<file path="src/rtl/mips_pkg.sv">
// Shared definitions for the pipelined MIPS controller: opcode/funct
// constants, ALU control and forward-select encodings, the per-stage
// control payload and the ALU control decoder.
package mips_pkg;

  localparam int unsigned OP_W   = 6;
  localparam int unsigned ALUC_W = 3;
  localparam int unsigned FWD_W  = 2;

  localparam logic [OP_W-1:0] OP_RTYPE = 6'b000000;
  localparam logic [OP_W-1:0] OP_LW    = 6'b100011;
  localparam logic [OP_W-1:0] OP_SW    = 6'b101011;
  localparam logic [OP_W-1:0] OP_BEQ   = 6'b000100;
  localparam logic [OP_W-1:0] OP_BNE   = 6'b000101;
  localparam logic [OP_W-1:0] OP_ADDI  = 6'b001000;
  localparam logic [OP_W-1:0] OP_J     = 6'b000010;

  localparam logic [OP_W-1:0] FN_ADD = 6'b100000;
  localparam logic [OP_W-1:0] FN_SUB = 6'b100010;
  localparam logic [OP_W-1:0] FN_AND = 6'b100100;
  localparam logic [OP_W-1:0] FN_OR  = 6'b100101;
  localparam logic [OP_W-1:0] FN_SLT = 6'b101010;

  localparam logic [ALUC_W-1:0] ALU_AND = 3'b000;
  localparam logic [ALUC_W-1:0] ALU_OR  = 3'b001;
  localparam logic [ALUC_W-1:0] ALU_ADD = 3'b010;
  localparam logic [ALUC_W-1:0] ALU_SUB = 3'b110;
  localparam logic [ALUC_W-1:0] ALU_SLT = 3'b111;

  localparam logic [FWD_W-1:0] FWD_RF  = 2'b00;
  localparam logic [FWD_W-1:0] FWD_WB  = 2'b01;
  localparam logic [FWD_W-1:0] FWD_MEM = 2'b10;

  typedef enum logic [1:0] {
    ALUOP_ADD   = 2'b00,
    ALUOP_SUB   = 2'b01,
    ALUOP_FUNCT = 2'b10
  } aluop_e;

  typedef struct packed {
    logic              regwrite;
    logic              memtoreg;
    logic              memwrite;
    logic              alusrc;
    logic              regdst;
    logic [ALUC_W-1:0] alucontrol;
  } ctrl_t;

  // Map aluop (and funct for R-type) onto the ALU control encoding.
  function automatic logic [ALUC_W-1:0] alu_decode(input aluop_e aluop,
                                                   input logic [OP_W-1:0] funct);
    logic [ALUC_W-1:0] res;
    res = ALU_ADD;
    case (aluop)
      ALUOP_SUB: res = ALU_SUB;
      ALUOP_FUNCT: begin
        case (funct)
          FN_SUB:  res = ALU_SUB;
          FN_AND:  res = ALU_AND;
          FN_OR:   res = ALU_OR;
          FN_SLT:  res = ALU_SLT;
          default: res = ALU_ADD;
        endcase
      end
      default: res = ALU_ADD;
    endcase
    return res;
  endfunction

endpackage

</file>
<file path="src/rtl/pipelined_controller_hu_hazard_unit.sv">
// Hazard unit: forwarding selects and the combined stall/flush request.
// Ports: D/E source indices, E/M/W destination indices with their
// regwrite/memtoreg qualifiers, branch_d; outputs stall, forward_ad/bd
// (Decode compare forwarding) and forward_ae/be (Execute ALU operands).
module hazard_unit
  import mips_pkg::*;
#(
  parameter int unsigned REGW   = 5,
  parameter int unsigned FWD_EN = 1
) (
  input  logic [REGW-1:0]  rs_d,
  input  logic [REGW-1:0]  rt_d,
  input  logic [REGW-1:0]  rs_e,
  input  logic [REGW-1:0]  rt_e,
  input  logic [REGW-1:0]  writereg_e,
  input  logic [REGW-1:0]  writereg_m,
  input  logic [REGW-1:0]  writereg_w,
  input  logic             regwrite_e,
  input  logic             memtoreg_e,
  input  logic             regwrite_m,
  input  logic             memtoreg_m,
  input  logic             regwrite_w,
  input  logic             branch_d,
  output logic             stall,
  output logic             forward_ad,
  output logic             forward_bd,
  output logic [FWD_W-1:0] forward_ae,
  output logic [FWD_W-1:0] forward_be
);

  // Qualified index match; register 0 is hard-wired and never matches.
  function automatic logic hit(input logic [REGW-1:0] a,
                               input logic [REGW-1:0] b,
                               input logic en);
    return en && (a != '0) && (a == b);
  endfunction

  logic lwstall;
  logic branchstall;

  // Forward selects and stall; M takes priority over W.
  always_comb begin
    forward_ae  = FWD_RF;
    forward_be  = FWD_RF;
    forward_ad  = 1'b0;
    forward_bd  = 1'b0;
    lwstall     = 1'b0;
    branchstall = 1'b0;
    stall       = 1'b0;
    if (FWD_EN != 0) begin
      if (hit(rs_e, writereg_m, regwrite_m))      forward_ae = FWD_MEM;
      else if (hit(rs_e, writereg_w, regwrite_w)) forward_ae = FWD_WB;
      if (hit(rt_e, writereg_m, regwrite_m))      forward_be = FWD_MEM;
      else if (hit(rt_e, writereg_w, regwrite_w)) forward_be = FWD_WB;
      forward_ad  = hit(rs_d, writereg_m, regwrite_m);
      forward_bd  = hit(rt_d, writereg_m, regwrite_m);
      lwstall     = hit(rs_d, rt_e, memtoreg_e) | hit(rt_d, rt_e, memtoreg_e);
      branchstall = branch_d &
                    (hit(rs_d, writereg_e, regwrite_e) | hit(rt_d, writereg_e, regwrite_e) |
                     hit(rs_d, writereg_m, memtoreg_m) | hit(rt_d, writereg_m, memtoreg_m));
      stall       = lwstall | branchstall;
    end else begin
      // Without forwarding, any pending E/M write to a D source must drain.
      stall = hit(rs_d, writereg_e, regwrite_e) | hit(rt_d, writereg_e, regwrite_e) |
              hit(rs_d, writereg_m, regwrite_m) | hit(rt_d, writereg_m, regwrite_m);
    end
  end

endmodule

</file>
<file path="src/rtl/pipelined_controller_hu.sv">
// Pipelined MIPS controller with hazard unit. Decodes the D-stage
// instruction, carries control through E/M/W registers and resolves
// branches/jumps in Decode.
// Ports: clk, reset (sync active-low); opD/functD, rsD/rtD/rsE/rtE,
// writeregE/M/W, EqualD in; E/M/W control, PCSrcD/ClrD, stall/flush
// and forward selects out.
module pipelined_controller_hu
  import mips_pkg::*;
#(
  parameter int unsigned REGW   = 5,
  parameter int unsigned ALUCW  = 3,
  parameter int unsigned BNE_EN = 1,
  parameter int unsigned FWD_EN = 1
) (
  input  logic              clk,
  input  logic              reset,
  input  logic [OP_W-1:0]   opD,
  input  logic [OP_W-1:0]   functD,
  input  logic [REGW-1:0]   rsD,
  input  logic [REGW-1:0]   rtD,
  input  logic [REGW-1:0]   rsE,
  input  logic [REGW-1:0]   rtE,
  input  logic [REGW-1:0]   writeregE,
  input  logic [REGW-1:0]   writeregM,
  input  logic [REGW-1:0]   writeregW,
  input  logic              EqualD,
  output logic [ALUCW-1:0]  alucontrolE,
  output logic              alusrcE,
  output logic              regdstE,
  output logic              memwriteM,
  output logic              regwriteM,
  output logic              regwriteW,
  output logic              memtoregW,
  output logic [1:0]        PCSrcD,
  output logic              ClrD,
  output logic              StallF,
  output logic              StallD,
  output logic              FlushE,
  output logic              ForwardAD,
  output logic              ForwardBD,
  output logic [FWD_W-1:0]  ForwardAE,
  output logic [FWD_W-1:0]  ForwardBE
);

  ctrl_t  ctrl_d;
  ctrl_t  ctrl_e;
  aluop_e aluop_d;
  logic   legal_d;
  logic   beq_d;
  logic   bne_d;
  logic   jump_d;
  logic   taken_d;
  logic   memtoreg_m;
  logic   stall;

  // Main decoder; unrecognised opcodes leave every control bit clear.
  always_comb begin
    ctrl_d  = '0;
    aluop_d = ALUOP_ADD;
    legal_d = 1'b1;
    beq_d   = 1'b0;
    bne_d   = 1'b0;
    jump_d  = 1'b0;
    case (opD)
      OP_RTYPE: begin
        ctrl_d.regwrite = 1'b1;
        ctrl_d.regdst   = 1'b1;
        aluop_d         = ALUOP_FUNCT;
      end
      OP_LW: begin
        ctrl_d.regwrite = 1'b1;
        ctrl_d.alusrc   = 1'b1;
        ctrl_d.memtoreg = 1'b1;
      end
      OP_SW: begin
        ctrl_d.memwrite = 1'b1;
        ctrl_d.alusrc   = 1'b1;
      end
      OP_BEQ: begin
        beq_d   = 1'b1;
        aluop_d = ALUOP_SUB;
      end
      OP_BNE: begin
        if (BNE_EN != 0) begin
          bne_d   = 1'b1;
          aluop_d = ALUOP_SUB;
        end else begin
          legal_d = 1'b0;
        end
      end
      OP_ADDI: begin
        ctrl_d.regwrite = 1'b1;
        ctrl_d.alusrc   = 1'b1;
      end
      OP_J:    jump_d = 1'b1;
      default: legal_d = 1'b0;
    endcase
    ctrl_d.alucontrol = legal_d ? alu_decode(aluop_d, functD) : '0;
  end

  // Branch/jump resolution; a stall holds Decode so it must not redirect.
  assign taken_d = (beq_d & EqualD) | (bne_d & ~EqualD);
  assign PCSrcD  = stall ? 2'b00 : {jump_d, taken_d};
  assign ClrD    = ~stall & (taken_d | jump_d);

  assign StallF  = stall;
  assign StallD  = stall;
  assign FlushE  = stall;

  // E/M/W control registers; a flush inserts a bubble into E.
  always_ff @(posedge clk) begin
    if (!reset) begin
      ctrl_e     <= '0;
      regwriteM  <= 1'b0;
      memtoreg_m <= 1'b0;
      memwriteM  <= 1'b0;
      regwriteW  <= 1'b0;
      memtoregW  <= 1'b0;
    end else begin
      ctrl_e     <= stall ? '0 : ctrl_d;
      regwriteM  <= ctrl_e.regwrite;
      memtoreg_m <= ctrl_e.memtoreg;
      memwriteM  <= ctrl_e.memwrite;
      regwriteW  <= regwriteM;
      memtoregW  <= memtoreg_m;
    end
  end

  assign alucontrolE = ALUCW'(ctrl_e.alucontrol);
  assign alusrcE     = ctrl_e.alusrc;
  assign regdstE     = ctrl_e.regdst;

  hazard_unit #(
    .REGW   (REGW),
    .FWD_EN (FWD_EN)
  ) u_hazard (
    .rs_d       (rsD),
    .rt_d       (rtD),
    .rs_e       (rsE),
    .rt_e       (rtE),
    .writereg_e (writeregE),
    .writereg_m (writeregM),
    .writereg_w (writeregW),
    .regwrite_e (ctrl_e.regwrite),
    .memtoreg_e (ctrl_e.memtoreg),
    .regwrite_m (regwriteM),
    .memtoreg_m (memtoreg_m),
    .regwrite_w (regwriteW),
    .branch_d   (beq_d | bne_d),
    .stall      (stall),
    .forward_ad (ForwardAD),
    .forward_bd (ForwardBD),
    .forward_ae (ForwardAE),
    .forward_be (ForwardBE)
  );

endmodule

</file>
<file path="config.mk">
export PLATFORM = sky130hd
export DESIGN_NAME = pipelined_controller_hu
export DESIGN_NICKNAME = d
export VERILOG_FILES = /design/src/rtl/mips_pkg.sv /design/src/rtl/pipelined_controller_hu_hazard_unit.sv /design/src/rtl/pipelined_controller_hu.sv
export SDC_FILE = /design/constraint.sdc
export NUM_CORES = 1
export LEC_CHECK = 0
export ABC_AREA = 1
export CAP_MARGIN = 25
export CORE_AREA = 2 2 62 64
export CTS_BUF_LIST = sky130_fd_sc_hd__clkbuf_16
export DETAILED_ROUTE_END_ITERATION = 10
export DIE_AREA = 0 0 64 66
export GPL_ROUTABILITY_DRIVEN = 1
export GPL_TIMING_DRIVEN = 0
export PLACE_DENSITY = 0.81
export SLEW_MARGIN = 40
export SYNTH_ARGS = -nofsm -noshare
export SYNTH_HDL_FRONTEND = slang
export SYNTH_SLANG_ARGS = --single-unit
export TNS_END_PERCENT = 5
</file>
<file path="constraint.sdc">
create_clock -name clk -period 3.6 [get_ports clk]
set_clock_uncertainty 0.15 [all_clocks]
set_input_delay 0.72 -clock clk [delete_from_list [all_inputs] [get_ports clk]]
set_output_delay 0.72 -clock clk [all_outputs]
set_load 0.01 [all_outputs]
</file>
==> impl_metrics.sql <==
INSERT INTO impl_metrics (metric_group, metric, value, unit) VALUES
('finish', 'layout.nets', '387', ''),
('die', 'die_area', '0.004224', 'sq mm'),
('global_route', 'antenna_found_initial', '0', ''),
('finish', 'non_filler_instances', '382', ''),
('timing', 'minimum_clock_period', '3.451', 'ns'),
('global_route', 'grt_pass1_vias', '1655', ''),
('die', 'row_count', '22', ''),
('timing', 'timing.final.max_slew_violations', '0', ''),
('worst_setup_path', 'end_kind', 'primary output', ''),
('cts', 'h-tree-depth', '1', ''),
('cts', 'cts.path.max_buffers', '2', ''),
('synth', 'seq_area_frac_synth', '0.1704', ''),
('synth', 'syn-cell-area', '0.001528', 'sq mm'),
('cts', 'cts-root-buf', 'clkbuf_16', ''),
('route', 'drt_iter0_markers', '55', ''),
('timing', 'min_period_over_period', '0.9586', ''),
('die', 'chipWidth', '64', 'microns'),
('synth', 'yosysWarnings', '0', ''),
('timing', 'finalSetupViolCount', '0', ''),
('worst_setup_path', 'cp_slowest_stage_delay', '0.60', 'ns'),
('route', 'post_drt_wl_per_cell', '10.74', 'microns'),
('global_route', 'grt_overflow', '0', ''),
('placement', 'dpl.cell_count', '377', ''),
('worst_hold_path', 'worstHoldPathType', 'reg2reg', ''),
('outcome', 'status', 'complete, no violations', ''),
('finish', 'mostFrequentLayoutCells', 'nand2_1 (63), inv_1 (48), clkdlybuf4s50_1 (47), nor2_1 (43), xor2_1 (16)', ''),
('cts', 'cts.reportedPaths.clkPinSlew', '0.04', 'ns'),
('synth', 'ys_ff_latch', '13', ''),
('cts', 'worstSkewPairLatency', '0.24', 'ns'),
('route', 'route.vias.total', '1752', ''),
('synth', 'yosys.cell_types.count', '27', ''),
('placement', 'dp_slack', '-0.06838', 'ns'),
('route', 'final_antenna_net_count', '0', ''),
('power_and_ir_drop', 'total_power', '0.5079', 'mW'),
('die', 'fp.coreArea', '0.003551', 'sq mm'),
('cts', 'numCtsBuffers', '3', ''),
('timing', 'layout_setup_ws', '0.1490', 'ns'),
('global_route', 'grt_first_pass_wirelength', '7010', 'microns'),
('cts', 'hold_buffers', '0', ''),
('cts', 'cts_sinks', '13', ''),
('timing', 'max-slew-margin-rel', '0.7218', ''),
('timing', 'rsz_0062_raised_after_global_routing', 'yes', ''),
('worst_setup_path', 'critical_path.top_delay_family', 'buffers and inverters', ''),
('die', 'die_height', '66', 'microns'),
('worst_setup_path', 'worstSetupStartpointType', 'input pin', ''),
('power_and_ir_drop', 'power.static_leakage', '1.254', 'nW'),
('worst_setup_path', 'critical_path.n_buffers_inverters', '2', ''),
('power_and_ir_drop', 'power_density', '214.8', 'mW/mm^2'),
('die', 'ios', '71', ''),
('worst_setup_path', 'slowest_stage', 'clkdlybuf4s50_1', ''),
('worst_setup_path', 'crit_required', '2.73', 'ns'),
('worst_setup_path', 'timing.critical_path.cells', 'clkdlybuf4s50_1 > xnor2_1 > nand2_1 > nor2_1 > nand2_1 > nand3_1 > nand2_2 > nand2_4 > clkdlybuf4s50_1', ''),
('synth', 'postSynthCellCount', '264', ''),
('placement', 'io_buffer_count', '65', ''),
('timing', 'timing.fmax', '289.8', 'MHz'),
('worst_setup_path', 'critical_path_peak_fanout', '6', ''),
('placement', 'finalWeightedCongestion', '0.9341', ''),
('worst_setup_path', 'timing.setup.critical_path_class', 'in2out', ''),
('global_route', 'grt.total_usage', '0.2053', ''),
('global_route', 'grt_max_degree', '8', ''),
('worst_setup_path', 'crit_arrival', '2.58', 'ns'),
('synth', 'number_of_nets_in_the_synthesized_netlist', '316', ''),
('finish', 'layout_commonest_cell', 'nand2_1', ''),
('timing', 'worstMarginPinSlew', '0.4135', 'ns'),
('route', 'drt-total-wl', '4104', 'microns'),
('route', 'via_per_inst', '4.586', ''),
('finish', 'antenna_cells', '0', ''),
('finish', 'area.growth.synth_to_final', '54.79', '%'),
('finish', 'post_route_cells_drive_above_1_share', '0.08982', ''),
('synth', 'synthesis.area_per_instance', '5.787', 'sq um'),
('cts', 'cts_tree', 'built', ''),
('run', 'drv_cap', '0', ''),
('route', 'detailedRoute.firstPassIterationCount', '4', ''),
('route', 'remaining_drc_errors', '0', ''),
('timing', 'timing.final.hold_violations', '0', ''),
('placement', 'place.detailed.hpwl', '3386', 'microns'),
('power_and_ir_drop', 'peak_ir_drop_on_the_vdd_network', '150.3', 'uV'),
('die', 'initial_utilization', '0.4302', '');
-- repair_timing --
action	4_1_cts	5_1_grt
setup buffers	0	1
pin swaps	0	1
gates resized for setup	9	15
setup endpoints to repair	5	9
gates cloned	0	0
-- worst paths after layout --
| path | from | endpoint | slack [ns] | depth (start not counted) |
|---|---|---|---|---|
| max | writeregM[2] | FlushE | 0.15 | 9 |
| max reg2reg | ctrl_e[7] | alusrcE | 2.11 | 10 |
| min | ctrl_e[5] | memwriteM | 0.29 | 2 |
| min reg2reg | ctrl_e[5] | memwriteM | 0.29 | 2 |
-- cell families after synthesis --
logic type,count (synthesis),synth area share
and+or+nand+nor,147,0.4308
adders and majority gates,2,0.01638
xor gates and xnor gates,29,0.1663
buffers and inverters,57,0.1564
AOI/OAI and AO/OA,16,0.05979
DFF,13,0.1704
-- power breakdown --
part	internal (mW)	switching, mW	total, mW
clock network	0.146	0.0580	0.204
registers	0.146	0.000608	0.146
logic	0.0802	0.0773	0.158
-- cell usage after synthesis, drive strengths merged --
cell	n	share of area
buf	9	0.038
xor2	16	0.092
inv	47	0.12
xnor2	13	0.075
ha	2	0.016
nand4	6	0.029
nor3	8	0.026
nand3b	2	0.0098
o211ai	2	0.0098
o21a	1	0.0049
or2	2	0.0082
nand3	13	0.054
clkbuf	1	0.0033
nor2	44	0.11
dfxtp	13	0.17
a21oi	4	0.013
o21ai	7	0.023
nand2	66	0.17
o21bai	1	0.0049
a31oi	1	0.0041
nor4	6	0.029
-- flip-flops by register name, summed over array words and instances, names as in the netlist --
signal / cells
regdstE: 1
alusrcE: 1
alucontrolE: 3
regwriteW: 1
memtoreg_m: 1
ctrl_e: 3
regwriteM: 1
memtoregW: 1
memwriteM: 1
-- worst reg2reg max path: stages, from the launching register on --
cell     delay (ns)
dfxtp_1        0.38
nand2_1        0.08
nor2_1         0.10
nand2_1        0.07
nor2_1         0.08
nor2_1         0.05
nand3_1        0.09
nand2_2        0.10
buf_4          0.16
nand3_4        0.07
nor2_1         0.06
-- layer usage --
layer / share of wire / vias to the layer above / global-route usage
li1: - / 947 / -
met1: 0.47 / 743 / 0.2575
met2: 0.46 / 52 / 0.3503
met3: 0.056 / 10 / 0.03578
met4: 0.021 / 0 / 0.07609
met5: 0 / - / 0
-- metrics by stage --
step	utilization	setup TNS, ns	cell area (sq um)	hold slack [ns]
2_1_floorplan	-	0	1528	0.2400
3_3_place_gp	0.6304	-0.2080	2238	0.2503
3_5_place_dp	0.6304	-0.2832	2238	0.2662
4_1_cts	0.6540	0	2322	0.2776
5_1_grt	0.6660	-0.01917	2365	0.3304
6_report	0.6660	0	2365	0.2874
-- final cells by class --
| cell class | count | area [sq um] |
|---|---|---|
| Buffer | 10 | 62.56 |
| Clock buffer | 3 | 75.07 |
| Clock inverter | 1 | 3.754 |
| Fill cell | 306 | 1186 |
| Inverter | 47 | 176.4 |
| Multi-Input combinational cell | 194 | 1056 |
| Sequential cell | 13 | 260.3 |
| Tap cell | 48 | 60.06 |
| Timing Repair Buffer | 66 | 670.6 |
(Power assumes the default switching activity.)
